[src/rtl/axis_bank_writer_pkg.sv]
// axis_bank_writer_pkg: shared state encoding and width helpers for the banked stream writer
package axis_bank_writer_pkg;
  typedef enum logic [1:0] {IDLE = 2'd0, CONFIG = 2'd1, RUN = 2'd2, DONE = 2'd3} state_t;
  function automatic int half_addr_w(input int aw);
    return aw - 1;
  endfunction
  function automatic int bank_idx_w(input int bn);
    return $clog2(bn);
  endfunction
endpackage

[src/rtl/axis_bank_writer_bank_addr_gen.sv]
// bank_addr_gen: beat/bank/base counters producing the next in-half address and bank one-hot
module bank_addr_gen
  import axis_bank_writer_pkg::*;
#(
  parameter int BANK_NUM = 6,
  parameter int ADDR_WIDTH = 9,
  parameter int ROW_W = 8,
  localparam int HW = half_addr_w(ADDR_WIDTH),
  localparam int BW = bank_idx_w(BANK_NUM)
) (
  input  logic                clk,
  input  logic                rst,
  input  logic                clear,
  input  logic                step,
  input  logic                last,
  input  logic [ROW_W-1:0]    row_deep,
  input  logic [HW-1:0]       stride,
  output logic [HW-1:0]       addr,
  output logic [BANK_NUM-1:0] bank_oh,
  output logic                row_end
);
  logic [ROW_W-1:0] beat;
  logic [BW-1:0] bank;
  logic [HW-1:0] base;
  logic bank_end;
  assign row_end = beat == row_deep - 1'b1;
  assign bank_end = bank == BW'(BANK_NUM - 1);
  assign addr = base + HW'(beat);
  assign bank_oh = BANK_NUM'(1) << bank;
  always_ff @(posedge clk)
    if (rst || clear || (step && last)) begin
      beat <= '0;
      bank <= '0;
      base <= '0;
    end else if (step && row_end) begin
      beat <= '0;
      bank <= bank_end ? '0 : bank + 1'b1;
      base <= bank_end ? base + stride : base;
    end else if (step) begin
      beat <= beat + 1'b1;
    end
endmodule

[src/rtl/axis_bank_writer.sv]
// axis_bank_writer: AXI-Stream to banked BRAM writer with ping/pong halves, release handshake and job sequencing
module axis_bank_writer
  import axis_bank_writer_pkg::*;
#(
  parameter int DATA_WIDTH = 64,
  parameter int BANK_NUM = 6,
  parameter int ADDR_WIDTH = 9,
  parameter int ROW_W = 8,
  parameter int TILE_W = 10,
  parameter int BLOCK_W = 6,
  parameter int LOOP_W = 5
) (
  input  logic                  clk,
  input  logic                  rst,
  input  logic                  start,
  input  logic [ADDR_WIDTH-2:0] cfg_stride,
  input  logic [ROW_W-1:0]      row_deep,
  input  logic [TILE_W-1:0]     tile_deep,
  input  logic [BLOCK_W-1:0]    block_deep,
  input  logic [LOOP_W-1:0]     loop_deep,
  input  logic                  s_axis_tvalid,
  output logic                  s_axis_tready,
  input  logic [DATA_WIDTH-1:0] s_axis_tdata,
  input  logic                  s_axis_tlast,
  input  logic [1:0]            buf_release,
  output logic [1:0]            buf_full,
  output logic [BANK_NUM-1:0]   en_wr,
  output logic [ADDR_WIDTH-1:0] addr_wr,
  output logic [DATA_WIDTH-1:0] data_wr,
  output logic                  slice_done,
  output logic                  len_err,
  output logic                  done,
  output logic                  busy
);
  localparam int HW = half_addr_w(ADDR_WIDTH);
  state_t state, state_n;
  logic wr_half, hs, tl, row_end, tile_end, block_end, loop_end;
  logic [ROW_W-1:0] rd_q;
  logic [TILE_W-1:0] td_q, tile;
  logic [BLOCK_W-1:0] bd_q, block;
  logic [LOOP_W-1:0] ld_q, loop_cnt;
  logic [HW-1:0] stride_q, addr_nx;
  logic [BANK_NUM-1:0] bank_oh;
  assign s_axis_tready = state == RUN && !buf_full[wr_half];
  assign hs = s_axis_tvalid && s_axis_tready;
  assign tl = hs && s_axis_tlast;
  assign tile_end = tile == td_q - 1'b1;
  assign block_end = block == bd_q - 1'b1;
  assign loop_end = loop_cnt == ld_q - 1'b1;
  assign busy = state != IDLE;
  bank_addr_gen #(.BANK_NUM(BANK_NUM), .ADDR_WIDTH(ADDR_WIDTH), .ROW_W(ROW_W)) u_gen (
    .clk(clk),
    .rst(rst),
    .clear(state == CONFIG),
    .step(hs),
    .last(s_axis_tlast),
    .row_deep(rd_q),
    .stride(stride_q),
    .addr(addr_nx),
    .bank_oh(bank_oh),
    .row_end(row_end)
  );
  always_comb begin
    state_n = state;
    case (state)
      IDLE:    state_n = start ? CONFIG : IDLE;
      CONFIG:  state_n = RUN;
      RUN:     state_n = tl && tile_end && block_end && loop_end ? DONE : RUN;
      default: state_n = IDLE;
    endcase
  end
  always_ff @(posedge clk)
    state <= rst ? IDLE : state_n;
  always_ff @(posedge clk)
    if (rst) begin
      wr_half <= 1'b0;
      buf_full <= '0;
      en_wr <= '0;
      addr_wr <= '0;
      data_wr <= '0;
      slice_done <= 1'b0;
      len_err <= 1'b0;
      done <= 1'b0;
      rd_q <= '0;
      td_q <= '0;
      bd_q <= '0;
      ld_q <= '0;
      stride_q <= '0;
      tile <= '0;
      block <= '0;
      loop_cnt <= '0;
    end else begin
      en_wr <= hs ? bank_oh : '0;
      if (hs) begin
        addr_wr <= {wr_half, addr_nx};
        data_wr <= s_axis_tdata;
      end
      slice_done <= tl;
      len_err <= tl && !row_end;
      done <= state == DONE;
      buf_full <= (buf_full | {tl && wr_half, tl && !wr_half}) & ~buf_release;
      if (state == CONFIG) begin
        rd_q <= row_deep == '0 ? ROW_W'(1) : row_deep;
        td_q <= tile_deep == '0 ? TILE_W'(1) : tile_deep;
        bd_q <= block_deep == '0 ? BLOCK_W'(1) : block_deep;
        ld_q <= loop_deep == '0 ? LOOP_W'(1) : loop_deep;
        stride_q <= cfg_stride;
        tile <= '0;
        block <= '0;
        loop_cnt <= '0;
        wr_half <= 1'b0;
      end else if (tl) begin
        wr_half <= ~wr_half;
        tile <= tile_end ? '0 : tile + 1'b1;
        if (tile_end) block <= block_end ? '0 : block + 1'b1;
        if (tile_end && block_end) loop_cnt <= loop_end ? '0 : loop_cnt + 1'b1;
      end
    end
endmodule

[config.mk]
export PLATFORM = sky130hd
export DESIGN_NAME = axis_bank_writer
export DESIGN_NICKNAME = d
export VERILOG_FILES = /design/src/rtl/axis_bank_writer_pkg.sv /design/src/rtl/axis_bank_writer_bank_addr_gen.sv /design/src/rtl/axis_bank_writer.sv
export SDC_FILE = /design/constraint.sdc
export NUM_CORES = 1
export LEC_CHECK = 0
export ABC_AREA = 1
export BUFFER_PORTS_ARGS = -buffer_cell sky130_fd_sc_hd__buf_4
export CAP_MARGIN = 0
export CELL_PAD_IN_SITES_DETAIL_PLACEMENT = 1
export CELL_PAD_IN_SITES_GLOBAL_PLACEMENT = 1
export CORE_MARGIN = 8
export CORE_UTILIZATION = 41
export CTS_CLUSTER_DIAMETER = 150
export DETAILED_ROUTE_END_ITERATION = 12
export GPL_ROUTABILITY_DRIVEN = 1
export PLACE_DENSITY_LB_ADDON = 0.12
export SYNTH_ARGS = -nofsm -noshare
export SYNTH_HDL_FRONTEND = slang
export SYNTH_SLANG_ARGS = --single-unit
[constraint.sdc]
create_clock -name clk -period 3.8 [get_ports clk]
set_clock_uncertainty 0.1 [all_clocks]
set_input_delay 0.57 -clock clk [delete_from_list [all_inputs] [get_ports clk]]
set_output_delay 0.57 -clock clk [all_outputs]
set_load 0.02 [all_outputs]
# [After elaboration in Yosys (flattened, before gate mapping)]
# Index checks and enable logic that the tools add are counted.
[classes] n_addsub=11 n_lt_le_gt_ge=1 n_eq_ne=8 shift=1 mux=13 n_bitwise=5 reduce_logical=28
[op_table] op="2-to-1 mux 10 bit" count=2
[op_table] op="adder 8 bit" count=2
[op_table] op="2-to-1 mux 6 bit" count=2
[op_table] op="logical AND 1 bit" count=11
[op_table] op="adder 10 x 1 -> 10 bit (second input constant)" count=1
[op_table] op="== test 10 bit" count=1
[op_table] op="zero test 10 bit" count=1
[op_table] op="2-to-1 mux 5 bit" count=2
[op_table] op="subtractor 10 x 1 -> 10 bit (second input constant)" count=1
[op_table] op="adder 8 x 1 -> 8 bit (second input constant)" count=1
[op_table] op="== test 8 bit" count=1
[op_table] op="zero test 8 bit" count=1
[op_table] op="2-to-1 mux 8 bit" count=1
[op_table] op="subtractor 8 x 1 -> 8 bit (second input constant)" count=1
[op_table] op="adder 6 x 1 -> 6 bit (second input constant)" count=1
[op_table] op="== test 6 bit" count=1
[op_table] op="zero test 6 bit" count=1
[op_table] op="one-hot mux 2 bit (3 select lines)" count=1
[op_table] op="AND reduction 2 bit" count=3
[op_table] op="OR reduction 2 bit" count=3
[op_table] op="<< shifter 1 x 3 -> 6 bit (first input constant)" count=1
[op_table] op="subtractor 6 x 1 -> 6 bit (second input constant)" count=1
[op_table] op="adder 5 x 1 -> 5 bit (second input constant)" count=1
[op_table] op="== test 5 bit" count=1
[op_table] op="17 further kinds" count=25
[word_totals] regBits=164 inputBits=108

# [Logic depth before layout (Yosys ltp)]
# Gate-level depths: netlist (run 1).
[logic_depth] ltp_word=11 mapped_depth=16 ltp_nobuf=16

# [Cells and area by module]
# Synthesis (run 1) repeated with hierarchy kept, for this count alone.
[unflattened] cells_unflattened=1130 hier_area_um2=7982.7
[by_module_without_submodules] module="axis_bank_writer" n_inst=1 cells_each=862 area_per_inst_um2=6237.2
[by_module_without_submodules] module="bank_addr_gen" n_inst=1 cells_each=268 area_per_inst_um2=1745.4

# [Least setup slack after synthesis (run 1)]
# Ideal clock, no wire load.
[synth_timing] path_type="register to register" start="reg state[0]" end="reg tile[9]" setup_ps=116 t_arrival_ps=1705 required_ps=3584 slack_ps=1880 path_stages_with_launch=14 path_buffers=0 synth_period_minus_slack_ps=1920 path_cell_list="dfxtp_1 inv_1 ha_1 nand2_1 a21oi_4 nand2_4 nor2_8 nand2_2 nor2_1 nand2_1 nor2_2 nand3_1 o21ai_0 nor2_1"
[synth_between] elab_chain_len=4 word_cells_on_any_way=6 classes_between="2 x eq/ne; 4 x reduce/logical"
[synth_lines] element="start: declaration" line_no="axis_bank_writer.sv:36" rtl="state_t state, state_n;"
[synth_lines] element="start signal: assignment" line_no="axis_bank_writer.sv:73" rtl="state <= rst ? IDLE : state_n;"
[synth_lines] element="== test 2 bit" line_no="axis_bank_writer.sv:44" rtl="assign s_axis_tready = state == RUN && !buf_full[wr_half];"
[synth_lines] element="logical AND 1 bit" line_no="axis_bank_writer.sv:44"
[synth_lines] element="net s_axis_tready" line_no="axis_bank_writer.sv:22" rtl="output logic s_axis_tready,"
[synth_lines] element="logical AND 1 bit" line_no="axis_bank_writer.sv:45" rtl="assign hs = s_axis_tvalid && s_axis_tready;"
[synth_lines] element="logical AND 1 bit" line_no="axis_bank_writer.sv:46" rtl="assign tl = hs && s_axis_tlast;"
[synth_lines] element="end signal: assignment" line_no="axis_bank_writer.sv:114" rtl="tile <= tile_end ? '0 : tile + 1'b1;"
[synth_lines] element="end: declaration" line_no="axis_bank_writer.sv:39" rtl="logic [TILE_W-1:0] td_q, tile;"
# The timed path passes the listed nets, and every way through them passes these cells.
# A chain may end at the register's enable or synchronous reset.

# [Worst setup path in the final report (run 1)]
[layout_timing] start="reg state[0]" end="reg u_gen.base[3]"
[layout_between] elab_chain_len=5 word_cells_on_any_way=9 classes_between="2 x eq/ne; 7 x reduce/logical"
[layout_lines] element="== test 2 bit" line_no="axis_bank_writer.sv:44"
[layout_lines] element="logical AND 1 bit" line_no="axis_bank_writer.sv:44"
[layout_lines] element="logical AND 1 bit" line_no="axis_bank_writer.sv:45"
[layout_lines] element="logical AND 1 bit (on tied branches)" line_no="axis_bank_writer_bank_addr_gen.sv:35, axis_bank_writer_bank_addr_gen.sv:31"
[layout_lines] element="AND reduction 2 bit (no line) or logical OR 1 bit (tied branches)"
[layout_lines] element="end signal: assignment" line_no="axis_bank_writer_bank_addr_gen.sv:38" rtl="base <= bank_end ? base + stride : base;"
[layout_lines] element="end: declaration" line_no="axis_bank_writer_bank_addr_gen.sv:24" rtl="logic [HW-1:0] base;"
# Parallel ways exist; a longest one is shown, timed or not.

==> flow_summary.ini, run 1 <==
[route]
routed_via_density = 5.03
drc_errors = 0
drt_iter0_markers = 258
via_count = 7441
drt_first_pass_iters = 6
routedWlPerCell_microns = 16.8
drtAntennaViolNets = 0
finalWirelength_microns = 24900

[power]
p_per_area_mw_per_mm2 = 417
p_leak_uw = 0.00448
p_total_uw = 4150
vdd_ir_drop_max_uv = 309

[sta]
fin_hold_ws_ps = 217
setup_slack_ps = 1180
final-max-slew-violation-count = 0
worstMarginPinSlew_ps = 849
rsz0062_at_grt = no
fin_crit_ps = 2620
fmax_ghz = 0.382
fin_tns_setup_ps = 0
finalCritPeriodShare_pct = 68.9
finalHoldViolations = 0
setup-violations-final = 0
slew_headroom_pct = 43.4

[clock_tree]
hold_buffers = 0
ctsRootBufferMaster = clkbuf_16
cts-htree-levels = 4
post_cts_buffers = 0
clock_path_buffers = 2
numClockSinks = 164
cts_resized = 0
clkTransAtPathRegs_ps = 70
cts_buffers = 17
cts_tree = done
clk_latency_ps = 430

[placed_design]
preCtsSetupSlack_ps = 1190
io_buffers = 193
gp_congestion = 0.821
hpwl_microns = 18800
place_area_sq_mm = 0.00934

[outcome]
status = completed

[setup_path]
timing.rr.end = u_gen.base[3]
r2r-start = state[0]
start_kind = flip-flop
reg2reg_setup_slack_ps = 1180
path_class = flip-flop to flip-flop
cp_max_fo = 47
cp_data_required_time_ps = 4060
critPathLaunch = state[0]
crit_path_end = u_gen.base[3]
worst_r2r_path_depth = 10
arrival_ps = 2880
critPathCaptureType = flip-flop

[logic_synthesis]
syn_area_sq_mm = 0.00772
ys_types = 44
synth.top_cell.area_share_pct = 42.5
async_reset_ff_share_pct = 0
synth_ff_type = dfxtp_1
yosysSeqAreaShare_pct = 42.5
yosysTopAreaCell = dfxtp_1
synth_cells = 1053
ys_seq_elements = 164
yosysMostFrequentCell = nand2_1
syn_nets = 1189
yosys-top-cells-area = dfxtp_1 43%, nand2_1 14%, a21oi_1 6.9%
ys_top_cells_by_count = 289 x nand2_1, 164 x dfxtp_1, 111 x inv_1, 107 x a21oi_1, 73 x nor2_1
yosysWarnings = 0
synth-edff-count = 0
avgSynthCellArea_sq_um = 7.33

[finish]
fin_area_sq_mm = 0.00995
antenna_cells = 0
nNetsFinal = 1368
fill_cells = 2364
drive_above_1_share_pct = 20.9
areaGrowthSynthToFinish_pct = 28.8

[global_route]
grt_pass1_wl_microns = 40000
grt_max_degree = 75
grt_pass1_vias = 7636
antenna_found_initial = 0
grt_usage_pct = 21.0
grt_overflow = 0

[die]
die_w_microns = 153
die-area_sq_mm = 0.0235
die_h_microns = 153
row_count = 50
start_util_pct = 41.6
fp.coreArea_sq_mm = 0.0186
ios = 194

[worst_hold_path]
hp-class = primary input to flip-flop

[job]
cap_viol_max_count = 0
==> how the worst min path moves through the flow <==
stage | endpoint | depth (start not counted) | from
5_1_grt | buf_full[1] | 2 | buf_release[1]
6_report | buf_full[1] | 2 | buf_release[1]
3_3_place_gp | stride_q[2] | 2 | stride_q[2]
4_1_cts | buf_full[1] | 2 | buf_release[1]
3_5_place_dp | stride_q[2] | 2 | stride_q[2]
2_1_floorplan | stride_q[0] | 2 | stride_q[0]
==> cell families (layout without fill, tap and decap cells) <==
| logic type | after synthesis | after routing | synth area share [%] |
|---|---|---|---|
| AND/OR/NAND/NOR | 488 | 488 | 27.2 |
| AO/OA/AOI/OAI | 170 | 170 | 11.8 |
| flip-flops | 164 | 164 | 42.5 |
| XOR/XNOR | 48 | 48 | 5.91 |
| buffers and inverters | 155 | 347 | 7.86 |
| adder cells (fa/ha/maj) | 28 | 28 | 4.73 |
==> where the power goes <==
| group | internal, uW | switching (uW) | leakage, uW |
|---|---|---|---|
| Sequential | 1770 | 37.4 | 0.00133 |
| Clock | 896 | 853 | 0.000297 |
| Combinational | 244 | 343 | 0.00286 |
| Total | 2910 | 1230 | 0.00448 |
==> layer usage <==
| metal | vias to the layer above | wire [microns] | track usage [%] |
|---|---|---|---|
| li1 | 3758 | - | - |
| met1 | 3501 | 10700 | 24.5 |
| met2 | 143 | 12300 | 36.4 |
| met3 | 39 | 1150 | 5.33 |
| met4 | 0 | 725 | 8.15 |
| met5 | - | 0 | 0 |
==> registers in the layout (all words and copies together), names as in the netlist, 3 cells and up <==
name and count:
data_wr 64, td_q 10, tile 10, addr_wr 9, rd_q 8, stride_q 8
u_gen.base 8, u_gen.beat 8, bd_q 6, block 6, en_wr 6, ld_q 5
loop_cnt 5, u_gen.bank 3
==> metrics by stage <==
step,util (%),cells
global route,53.5,1479
finish,53.5,1479
floorplan,-,1053
global placement,50.3,1447
CTS,53.5,1479
detailed placement,50.3,1447
==> layout by cell type, fill, tap and decap left out, drive strengths merged, types with 2 or more instances in the layout <==
cell type	netlist	routed
nand2	294	294
buf	16	199
dfxtp	164	164
inv	115	122
a21oi	108	108
nor2	84	84
nand3	64	64
o21ai	38	38
xor2	27	27
ha	26	26
nand4	20	20
xnor2	19	19
clkbuf	23	17
o22ai	13	13
nor3	13	13
clkinv	1	9
or2	6	6
o211ai	4	4
a211oi	3	3
nor4	3	3
fa	2	2
==> worst max-delay path, stage by stage (launching register included) <==
cell	delay, ps
dfxtp_1	330
inv_1	90
ha_1	150
nand2_1	80
a21oi_4	150
nand2_4	100
inv_2	580
nand4_1	500
inv_1	270
nand2_1	80
a21oi_1	120
==> area by class of cell <==
type                    instances  area, sq um  share of cell area, %
multi-input cells             734         3830                   38.5
flip-flops and latches        164         3280                   33.0
repair buffers                199         1490                   15.0
inverters                     116          435                   4.38
clock buffers                  17          425                   4.28
well taps                     234          293                   2.94
clock inverters                15          184                   1.85
Note: power is estimated with default switching activity, not from simulation.
==> run 2: changes to the inputs <==
Settings changed: CORE_UTILIZATION 41 to 38.
Clock period 3.8 ns to 2.6 ns, I/O delays scaled along.
==> flow_summary.ini, run 2 (synthesis gave the netlist of run 1 again) <==
[outcome]
status = completed

[sta]
setup-violations-final = 0
fin_tns_setup_ps = 0
rsz0062_at_grt = no
worstMarginPinSlew_ps = 694
final-max-slew-violation-count = 0
fin_hold_ws_ps = 32.6
finalHoldViolations = 0
fmax_ghz = 0.437
finalCritPeriodShare_pct = 88.0
fin_crit_ps = 2290
slew_headroom_pct = 53.7

[global_route]
grt_overflow = 0
grt_pass1_vias = 7784
antenna_found_initial = 0
grt_use_met2_pct = 34.3
grt_max_degree = 63
grt_usage_pct = 19.8
grt_pass1_wl_microns = 39300
met3_usage_pct = 4.94
grt_util_met1_pct = 23.5
grt-busiest-layer = met2

[placed_design]
dp_cells = 1489
io_buffers = 193
hpwl_microns = 18800
place_area_sq_mm = 0.00944
gp_congestion = 0.812

[setup_path]
critPathCaptureType = flip-flop
cp_max_fo = 8
path_class = flip-flop to flip-flop
start_kind = flip-flop
crit_chain = inv_1 -> ha_1 -> nand3_1 -> xor2_1 -> or2_2 -> nand3_1 -> nor2_1 -> nand3_1 -> nand2_1 -> nand2_1 -> nor2_1
arrival_ps = 2560
reg2reg_setup_slack_ps = 310
critPathBufInv = 1
cp_data_required_time_ps = 2870
worst_path_max_delay_cell = nor2_1
cpPeakStageDelay_ps = 430
path_common_cell = nand3_1
critPathTopFamily = simple AND/OR/NAND/NOR gates

[finish]
top_register = data_wr
nNetsFinal = 1375
final_cells = 1522
drive_above_1_share_pct = 21.2
final_cell_mix = 289 x nand2_1, 204 x buf_4, 164 x dfxtp_1
final_util_pct = 50.0
fill_cells = 2524
top_regs = data_wr (64), td_q (10), tile (10)
fin_area_sq_mm = 0.0101
antenna_cells = 0
areaGrowthSynthToFinish_pct = 30.2
final_common_cell = nand2_1
largest_reg_flops = 64

[die]
row_count = 52
die_h_microns = 159
die_w_microns = 159
ios = 194
start_util_pct = 38.4
fp.coreArea_sq_mm = 0.0201
die-area_sq_mm = 0.0251

[route]
finalWirelength_microns = 24600
drt_first_pass_iters = 4
routed_via_density = 4.85
routedWlPerCell_microns = 16.2
drt_iter0_markers = 244
via_count = 7384
drtAntennaViolNets = 0
drc_errors = 0

[power]
p_per_area_mw_per_mm2 = 611
vdd_ir_drop_max_uv = 413
p_leak_uw = 0.00451

[clock_tree]
ctsRootBufferMaster = clkbuf_16
cts_resized = 0
numClockSinks = 164
cts_buffers = 17
clkTransAtPathRegs_ps = 60
cts-htree-levels = 4
cts_tree = done
clock_path_buffers = 2
clk_latency_ps = 430

[job]
cap_viol_max_count = 0

[worst_hold_path]
hp-class = primary input to flip-flop
run 2: cell types whose count changed in the layout (fill, tap and decap cells not counted):
| cell | previous run | this run |
|---|---|---|
| inv_8 | 6 | 1 |
| buf_4 | 199 | 204 |
| clkbuf_1 | 0 | 1 |
| clkinv_8 | 5 | 0 |
| clkinvlp_4 | 0 | 3 |
| clkinv_2 | 0 | 2 |
| buf_12 | 0 | 1 |
| inv_6 | 1 | 2 |
| bufinv_16 | 0 | 3 |
| dlygate4sd3_1 | 0 | 1 |
run 2: path summary, 6_finish.rpt:
kind	to	startpoint	depth (start not counted)
worst max-delay path	loop_cnt[0]	bd_q[0]	11
worst min-delay path	buf_full[1]	buf_release[1]	2
worst max register to register	loop_cnt[0]	bd_q[0]	11
worst min register to register	stride_q[2]	stride_q[2]	2
run 2: through the flow:
stage | power (uW) | setup slack, ps
5_1_grt | 6410 | 26.0
2_1_floorplan | 3220 | 680
4_1_cts | 6210 | 282
3_5_place_dp | 3580 | 332
6_report | 6150 | 313
3_3_place_gp | 3560 | 406
run 2: final cells by class:
class | instances | area [sq um] | area share, %
clock inverters | 14 | 178 | 1.77
multi-input cells | 734 | 3830 | 38.1
clock buffers | 18 | 429 | 4.27
flip-flops and latches | 164 | 3280 | 32.6
repair buffers | 206 | 1560 | 15.5
inverters | 116 | 435 | 4.33
well taps | 270 | 338 | 3.36
run 2: per-layer routing:
| layer | part of all wire [%] | vias up |
|---|---|---|
| li1 | - | 3759 |
| met1 | 42 | 3484 |
| met2 | 51 | 110 |
| met3 | 5.1 | 31 |
| met4 | 2.1 | 0 |
| met5 | 0 | - |
run 2: what timing repair did:
action	4_1_cts	5_1_grt
buffers inserted	0	0
hold buffers	1	0
endpoints found under the hold margin	1	0
run 2: power breakdown:
group	total [uW]	internal (uW)	switching [uW]
combinational	864	364	500
clock	2630	1520	1110
sequential	2650	2590	54.9
total	6150	4480	1660
